[config.mk]
export PLATFORM = sky130hd
export DESIGN_NAME = ct_fcnvt_pass_seq
export DESIGN_NICKNAME = d
export VERILOG_FILES = /design/src/rtl/ct_fcnvt_pass_seq.sv
export SDC_FILE = /design/constraint.sdc
export NUM_CORES = 1
export LEC_CHECK = 0
export BUFFER_PORTS_ARGS = -buffer_cell sky130_fd_sc_hd__buf_4
export CAP_MARGIN = 5
export CELL_PAD_IN_SITES_DETAIL_PLACEMENT = 1
export CELL_PAD_IN_SITES_GLOBAL_PLACEMENT = 1
export CORE_UTILIZATION = 47
export CTS_BUF_LIST = sky130_fd_sc_hd__clkbuf_8
export DETAILED_ROUTE_END_ITERATION = 8
export PLACE_DENSITY_LB_ADDON = 0.1
export SYNTH_ARGS = -nofsm -noshare
export SYNTH_HDL_FRONTEND = slang
export SYNTH_SLANG_ARGS = --single-unit
[constraint.sdc]
create_clock -name ex1_vld_clk -period 2.5 [get_ports ex1_vld_clk]
set_input_delay 0.125 -clock ex1_vld_clk [delete_from_list [all_inputs] [get_ports ex1_vld_clk]]
set_output_delay 0.125 -clock ex1_vld_clk [all_outputs]
set_load 0.005 [all_outputs]
[src/rtl/ct_fcnvt_pass_seq.sv]
// Multi-pass sequencer for the VFALU convert pipe (EX1-EX3).
// Splits one vector convert into N element-group passes, issues one pass
// per cycle into EX1, tracks each pass through EX2/EX3 and pulses seq_done
// when the final pass reaches EX3.
module ct_fcnvt_pass_seq #(
  parameter int MAX_PASS = 4,
  localparam int IDX_W = $clog2(MAX_PASS)
) (
  input  logic             ex1_vld_clk,
  input  logic             cpurst_b,
  input  logic             ex1_req_vld,
  input  logic [2:0]       ex1_req_pass_num,
  input  logic             rtu_yy_xx_flush,
  output logic             seq_busy,
  output logic             seq_clk_en,
  output logic             pass_pipedown,
  output logic [IDX_W-1:0] pass_idx,
  output logic             pass_last,
  output logic             ex3_pass_vld,
  output logic [IDX_W-1:0] ex3_pass_idx,
  output logic             seq_done
);

  // Pass counter and captured pass total share the request-field width.
  localparam logic [2:0] MAX_N = 3'(MAX_PASS);

  typedef enum logic [1:0] {
    ST_IDLE  = 2'd0,
    ST_ISSUE = 2'd1,
    ST_DRAIN = 2'd2
  } state_t;

  state_t             state_q, state_d;
  logic [2:0]         cnt_q, cnt_d;
  logic [2:0]         total_q, total_d;
  logic [2:0]         n_norm;
  logic               issue_last;

  logic               ex2_vld_q, ex2_vld_d;
  logic [IDX_W-1:0]   ex2_idx_q, ex2_idx_d;
  logic               ex2_last_q, ex2_last_d;
  logic               ex3_vld_q, ex3_vld_d;
  logic [IDX_W-1:0]   ex3_idx_q, ex3_idx_d;
  logic               ex3_last_q, ex3_last_d;

  // Normalise the requested pass count: 0 behaves as 1, large values clamp.
  always_comb begin
    n_norm = ex1_req_pass_num;
    if (ex1_req_pass_num == 3'd0) begin
      n_norm = 3'd1;
    end else if (ex1_req_pass_num > MAX_N) begin
      n_norm = MAX_N;
    end
  end

  // FSM next state plus EX1 issue outputs; flush suppresses issue in its own cycle.
  always_comb begin
    state_d       = state_q;
    cnt_d         = cnt_q;
    total_d       = total_q;
    pass_pipedown = 1'b0;
    pass_idx      = '0;
    pass_last     = 1'b0;
    issue_last    = (cnt_q == (total_q - 3'd1));
    case (state_q)
      ST_IDLE: begin
        if (ex1_req_vld && !rtu_yy_xx_flush) begin
          pass_pipedown = 1'b1;
          pass_idx      = '0;
          pass_last     = (n_norm == 3'd1);
          total_d       = n_norm;
          cnt_d         = 3'd1;
          state_d       = (n_norm == 3'd1) ? ST_DRAIN : ST_ISSUE;
        end
      end
      ST_ISSUE: begin
        if (!rtu_yy_xx_flush) begin
          pass_pipedown = 1'b1;
          pass_idx      = cnt_q[IDX_W-1:0];
          pass_last     = issue_last;
        end
        cnt_d = cnt_q + 3'd1;
        if (issue_last) begin
          state_d = ST_DRAIN;
        end
      end
      ST_DRAIN: begin
        if (ex3_vld_q && ex3_last_q) begin
          state_d = ST_IDLE;
          cnt_d   = 3'd0;
        end
      end
      default: begin
        state_d = ST_IDLE;
        cnt_d   = 3'd0;
      end
    endcase
    if (rtu_yy_xx_flush) begin
      state_d = ST_IDLE;
      cnt_d   = 3'd0;
    end
  end

  // EX1->EX2->EX3 tracking of {vld, idx, last}; flush drops everything in flight.
  always_comb begin
    ex2_vld_d  = pass_pipedown;
    ex2_idx_d  = pass_idx;
    ex2_last_d = pass_last;
    ex3_vld_d  = ex2_vld_q;
    ex3_idx_d  = ex2_idx_q;
    ex3_last_d = ex2_last_q;
    if (rtu_yy_xx_flush) begin
      ex2_vld_d  = 1'b0;
      ex2_idx_d  = '0;
      ex2_last_d = 1'b0;
      ex3_vld_d  = 1'b0;
      ex3_idx_d  = '0;
      ex3_last_d = 1'b0;
    end
  end

  // State, counters and delay-line registers.
  always_ff @(posedge ex1_vld_clk or negedge cpurst_b) begin
    if (!cpurst_b) begin
      state_q    <= ST_IDLE;
      cnt_q      <= 3'd0;
      total_q    <= 3'd0;
      ex2_vld_q  <= 1'b0;
      ex2_idx_q  <= '0;
      ex2_last_q <= 1'b0;
      ex3_vld_q  <= 1'b0;
      ex3_idx_q  <= '0;
      ex3_last_q <= 1'b0;
    end else begin
      state_q    <= state_d;
      cnt_q      <= cnt_d;
      total_q    <= total_d;
      ex2_vld_q  <= ex2_vld_d;
      ex2_idx_q  <= ex2_idx_d;
      ex2_last_q <= ex2_last_d;
      ex3_vld_q  <= ex3_vld_d;
      ex3_idx_q  <= ex3_idx_d;
      ex3_last_q <= ex3_last_d;
    end
  end

  // Busy and clock request keep the gated clock alive until EX3 and DRAIN retire.
  always_comb begin
    seq_busy     = (state_q != ST_IDLE);
    seq_clk_en   = ex1_req_vld | seq_busy | ex2_vld_q | ex3_vld_q;
    ex3_pass_vld = ex3_vld_q;
    ex3_pass_idx = ex3_idx_q;
    seq_done     = ex3_vld_q & ex3_last_q;
  end

endmodule

-- After elaboration in Yosys (flattened, before gate mapping)
Index checks and enable logic that the tools add are counted.
- eq/ne operators: 7
- shift-type cells: 0
- multiplexer cells: 26
- order comparisons: 1
- reduce and logical (&&, ||, !) cells: 9
- divide/modulo/power cells: 0
- $add $sub $neg: 2
- bitwise operators: 4
- $mul: 0
- operator list (operator ; count):
    2-bit 2-to-1 mux ; 9
    3-bit 2-to-1 mux ; 5
    3-bit != test (second input constant) ; 3
    3-bit one-hot mux with 3 select lines ; 1
    1-bit 2-to-1 mux ; 8
    2-bit one-hot mux with 3 select lines ; 1
    1-bit one-hot mux with 2 select lines ; 2
    2-bit AND reduction ; 2
    3-bit by 1-bit adder with 3-bit output (second input constant) ; 1
    3-bit by 1-bit == test with 1-bit output (second input constant) ; 1
    3-bit == test ; 1
    3-bit > comparator (second input constant) ; 1
    3-bit logical NOT ; 1
    1-bit bitwise OR ; 3
    3-bit AND reduction ; 1
    3-bit by 1-bit subtractor with 3-bit output (second input constant) ; 1
    2-bit by 1-bit == test with 1-bit output (second input constant) ; 1
    2-bit == test (second input constant) ; 1
    1-bit logical AND ; 2
    2-bit logical NOT ; 1
    2-bit nonzero test ; 1
    1-bit AND ; 1
    1-bit logical NOT ; 1
- output and inout bits: 10
- logic and storage cells: 58
- latch bits: 0
- RAM bits: 0
- flip-flop bits (word level): 16
- ROM bits: 0
- memories: 0

-- Logic depth before layout (Yosys ltp)
- word-level depth: 8
- mapped depth: 5
- mapped depth without buffers: 5

-- Worst setup path after synthesis
No wires, ideal clock.
- path kind: flip-flop to output port
- start: register total_q[0]
- end: output port pass_last
- path slack: 1.201 ns
- path buffers: 0
- cell stages (with the launch flop): 6
- arrival time: 1.174 ns
- cells stage by stage: dfrtp_1 -> inv_1 -> ha_1 -> xnor3_1 -> nand3_1 -> o21ai_0
- word-level cells in the longest chain between the ends: 4
- RTL lines (element ; RTL line ; RTL):
    from (decl) ; 35 ; logic [2:0] total_q, total_d;
    from (signal assigned) ; 137 ; total_q <= total_d;
    3-bit by 1-bit subtractor with 3-bit output ; 64 ; issue_last = (cnt_q == (total_q - 3'd1));
    3-bit == test ; 64 ;
    1-bit 2-to-1 mux ; 77 ; if (!rtu_yy_xx_flush) begin
    1-bit one-hot mux with 2 select lines ; 65 ; case (state_q)
    to (decl) ; 18 ; output logic pass_last,
No other way between the ends.

-- Worst setup path after layout
Same ends and word-level chain as after synthesis.

==> results.json <==
{
  "clock_skew_ns": 0.00774,
  "min-delay-path-class": "in2reg",
  "number_of_global_route_vias_before_repair": 686,
  "die-width_microns": 44.4,
  "critPathBufInv": 2,
  "insertion_delay_ns": 0.25,
  "cts_tree": "built",
  "layoutNonFillerInstCount": 117,
  "nNetsFinal": 103,
  "max-slew-margin-rel": 0.705,
  "yosysSeqAreaShare": 0.473,
  "power.share.sequential": 0.441,
  "grtUsageTotal": 0.255,
  "final_instance_area_sq_um": 1030,
  "p_switching_w": 0.000220,
  "synthTopCellsByArea": "sky130_fd_sc_hd__dfrtp_1 47%, sky130_fd_sc_hd__buf_6 4.0%, sky130_fd_sc_hd__and2_1 3.0%",
  "rsz_0062_raised_after_global_routing": "no",
  "clockBufferDepth": 2,
  "final_layout_size_suffix_gt1_frac": 0.290,
  "synth.cell_area_sq_um": 846,
  "drt-initial-drc-count": 11,
  "io_buffer_count": 16,
  "r2r_start": "total_q[0]$_DFFE_PN0P_",
  "critPathMaxStageDelay_ns": 0.42,
  "setup_viol": 0,
  "cts_made_buffers": 3,
  "end_kind": "output pin",
  "cts.root.buffer_cell": "sky130_fd_sc_hd__clkbuf_8",
  "ratio_of_routed_vias_to_standard_cells": 5.35,
  "drtPass1Iterations": 4,
  "clock.fmax_mhz": 519,
  "hold_path_startpoint": "ex1_req_pass_num[2]",
  "total_power_w": 0.000737,
  "cp.arrival_ns": 1.80,
  "worst_setup_hold_path_clk_slew_ns": 0.07,
  "path_delay_family": "flip-flops",
  "syn2layout_area_growth_pct": 21.5,
  "ys_ff_latch": 16,
  "antenna_found_initial": 0,
  "vias_after_detailed_routing": 626,
  "power_density_nw_per_um2": 717,
  "placedCellCount": 112,
  "ys_dominant_reg_cell": "sky130_fd_sc_hd__dfrtp_1",
  "post_synth_num_cell_types": 30,
  "diodes": 0,
  "num_rows": 14,
  "synthMostInstantiatedCell": "sky130_fd_sc_hd__dfrtp_1",
  "worst-r2r-cell-count": 5,
  "worstSetupStartpointType": "flop",
  "report.final.hold_viol_count": 0,
  "setup_total_negative_slack_ns": 0,
  "maxCapViolations": 0,
  "run_status": "complete, no violations",
  "synth_async_sr_flop_share": 1.00,
  "routed_wirelength_microns": 2000,
  "utilization": 0.644,
  "synth_top_cell_area_share": 0.473,
  "synth_enable_flop_cells": 0,
  "timing.setup.critical_path_class": "reg2out",
  "grt_start_max_net_pins": 17,
  "finalWorstPathRequiredPeriod_ns": 1.92,
  "top_level_ports": 17,
  "timing.hold.worst_endpoint": "total_q[2]$_DFFE_PN0P_",
  "routabilityCongestion": 0.733,
  "leakagePower_nw": 0.507,
  "routed_wire_length_per_instance_microns": 17.1,
  "synth_area_per_cell_sq_um": 11.3,
  "largest_fanout_on_the_critical_path": 3,
  "final_global_route_overflow_total": 0,
  "placement_stage_cell_area_sq_um": 962,
  "highest_delay_cell_along_the_critical_path": "sky130_fd_sc_hd__dfrtp_1",
  "hold_depth": 2,
  "worst_ep_required_time_ns": 2.38,
  "hpwl_microns": 1320,
  "die_h_microns": 44.4,
  "reg2reg_to": "ex2_last_q$_DFF_PN0_",
  "vdd_drop_max_mv": 0.396,
  "core_sq_um": 1590,
  "combPwrFrac": 0.246,
  "final_antenna_net_count": 0,
  "post_cts_resized": 0,
  "clock_power_share": 0.313,
  "max_slew.worst_pin.slew_ns": 0.442,
  "critical_path.cell_chain": "inv_1 > ha_1 > xor2_1 > nand3_1 > o21ai_0 > buf_4",
  "synth_common_cells": "16 x sky130_fd_sc_hd__dfrtp_1, 6 x sky130_fd_sc_hd__inv_1, 6 x sky130_fd_sc_hd__nand2_1, 4 x sky130_fd_sc_hd__and2_1, 4 x sky130_fd_sc_hd__nor2b_1",
  "clock_net_sink_count": 16,
  "netlist.top_cell.by_area": "sky130_fd_sc_hd__dfrtp_1",
  "final-max-slew-violation-count": 0,
  "syn-instance-count": 75,
  "switching_share": 0.298,
  "number_of_warnings_reported_in_the_yosys_synthesis_log": 0,
  "drcViolationCount": 0,
  "setup.reg_to_reg.worst_slack_ns": 0.98,
  "die_area_sq_um": 1970,
  "number_of_nets_in_the_synthesized_netlist": 84,
  "wire_length_of_the_first_global_routing_pass_microns": 3390,
  "intPower_w": 0.000517,
  "min_period_over_period": 0.770,
  "starting_utilization_of_the_core_area": 0.531,
  "cts_htree_levels": 1
}
[flip-flops by register name, summed over array words and instances (netlist names)]
register,cells
total_q,3
state_q,2
ex2_last_q,1
ex2_idx_q,2
ex3_pass_idx,2
ex2_vld_q,1
cnt_q,3
ex3_last_q,1
ex3_pass_vld,1
[repair_timing]
action / 4_1_cts / 5_1_grt
buffers inserted: 0 / 0
endpoints found under the hold margin: 16 / 0
hold buffers: 1 / 0
[kinds of logic after synthesis]
group / count (synthesis) / synth area share
AO/OA/AOI/OAI: 12 / 0.107
XOR/XNOR: 3 / 0.0473
adder cells (fa/ha/maj): 2 / 0.0296
buffers and inverters: 9 / 0.0666
flip-flops: 16 / 0.473
multiplexers: 3 / 0.0385
AND/OR/NAND/NOR: 30 / 0.238
[worst reg2reg max path: cells and delay by family, from the launching register on]
kind,cells,cell delay (ns)
compound gates,1,0.21
xor+xnor,1,0.21
fa+ha+maj,1,0.31
buf+inv,1,0.08
flops,1,0.42
simple gates,1,0.19
[area by class of cell]
cell class / instances / area, sq um
inverters: 6 / 22.5
clock buffers: 4 / 55.1
repair buffers: 17 / 130
multi-input cells: 50 / 389
flip-flops and latches: 16 / 400
fillers: 180 / 567
well taps: 24 / 30.0
[power by group through the flow]
| stage | Clock [W] | Combinational (W) | Sequential (W) |
|---|---|---|---|
| 3_5_place_dp | 0 | 0.000177 | 0.000327 |
| 3_3_place_gp | 0 | 0.000164 | 0.000325 |
| 2_1_floorplan | 0 | 0.000139 | 0.000306 |
| 4_1_cts | 0.000235 | 0.000184 | 0.000323 |
| 5_1_grt | 0.000248 | 0.000198 | 0.000329 |
| 6_report | 0.000231 | 0.000181 | 0.000325 |
[how the worst max path moves through the flow]
stage | start | to | slack [ns] | depth (start not counted)
after global routing | total_q[0]$_DFFE_PN0P_ | pass_last | 0.48 | 6
final | total_q[0]$_DFFE_PN0P_ | pass_last | 0.58 | 6
after detailed placement | total_q[0]$_DFFE_PN0P_ | pass_last | 0.89 | 6
after global placement | total_q[0]$_DFFE_PN0P_ | pass_last | 0.98 | 6
after floorplan | total_q[0]$_DFFE_PN0P_ | pass_last | 1.20 | 5
after CTS | total_q[0]$_DFFE_PN0P_ | pass_last | 0.58 | 6
[per-layer routing]
metal  share of wire  vias to the layer above  track usage
li1                -                      296            -
met1            0.44                      314        0.307
met4           0.015                        0        0.194
met3           0.032                        2       0.0612
met5               0                        -            0
met2            0.51                       14        0.394
[metrics by stage]
stage	hold WS, ns	worst slack (ns)
after CTS	0.156	0.576
after floorplan	-0.171	1.20
after global placement	-0.00554	0.981
after detailed placement	-0.00431	0.886
final	0.161	0.575
after global routing	0.163	0.482
[layout by cell type (no fill, tap or decap), types with 2 or more instances in the layout]
master	synthesis	final
sky130_fd_sc_hd__nand3_1	3	3
sky130_fd_sc_hd__clkbuf_8	0	4
sky130_fd_sc_hd__nand2_1	6	6
sky130_fd_sc_hd__mux2_2	2	2
sky130_fd_sc_hd__ha_1	2	2
sky130_fd_sc_hd__xor2_1	2	2
sky130_fd_sc_hd__nand4_1	2	2
sky130_fd_sc_hd__buf_4	0	16
sky130_fd_sc_hd__a21oi_1	3	3
sky130_fd_sc_hd__nor3_1	2	2
sky130_fd_sc_hd__nor2b_1	4	4
sky130_fd_sc_hd__o21ai_0	3	3
sky130_fd_sc_hd__inv_1	6	6
sky130_fd_sc_hd__and2_1	4	4
sky130_fd_sc_hd__dfrtp_1	16	16
sky130_fd_sc_hd__nor2_1	2	2
Note: power is estimated with default switching activity, not from simulation.
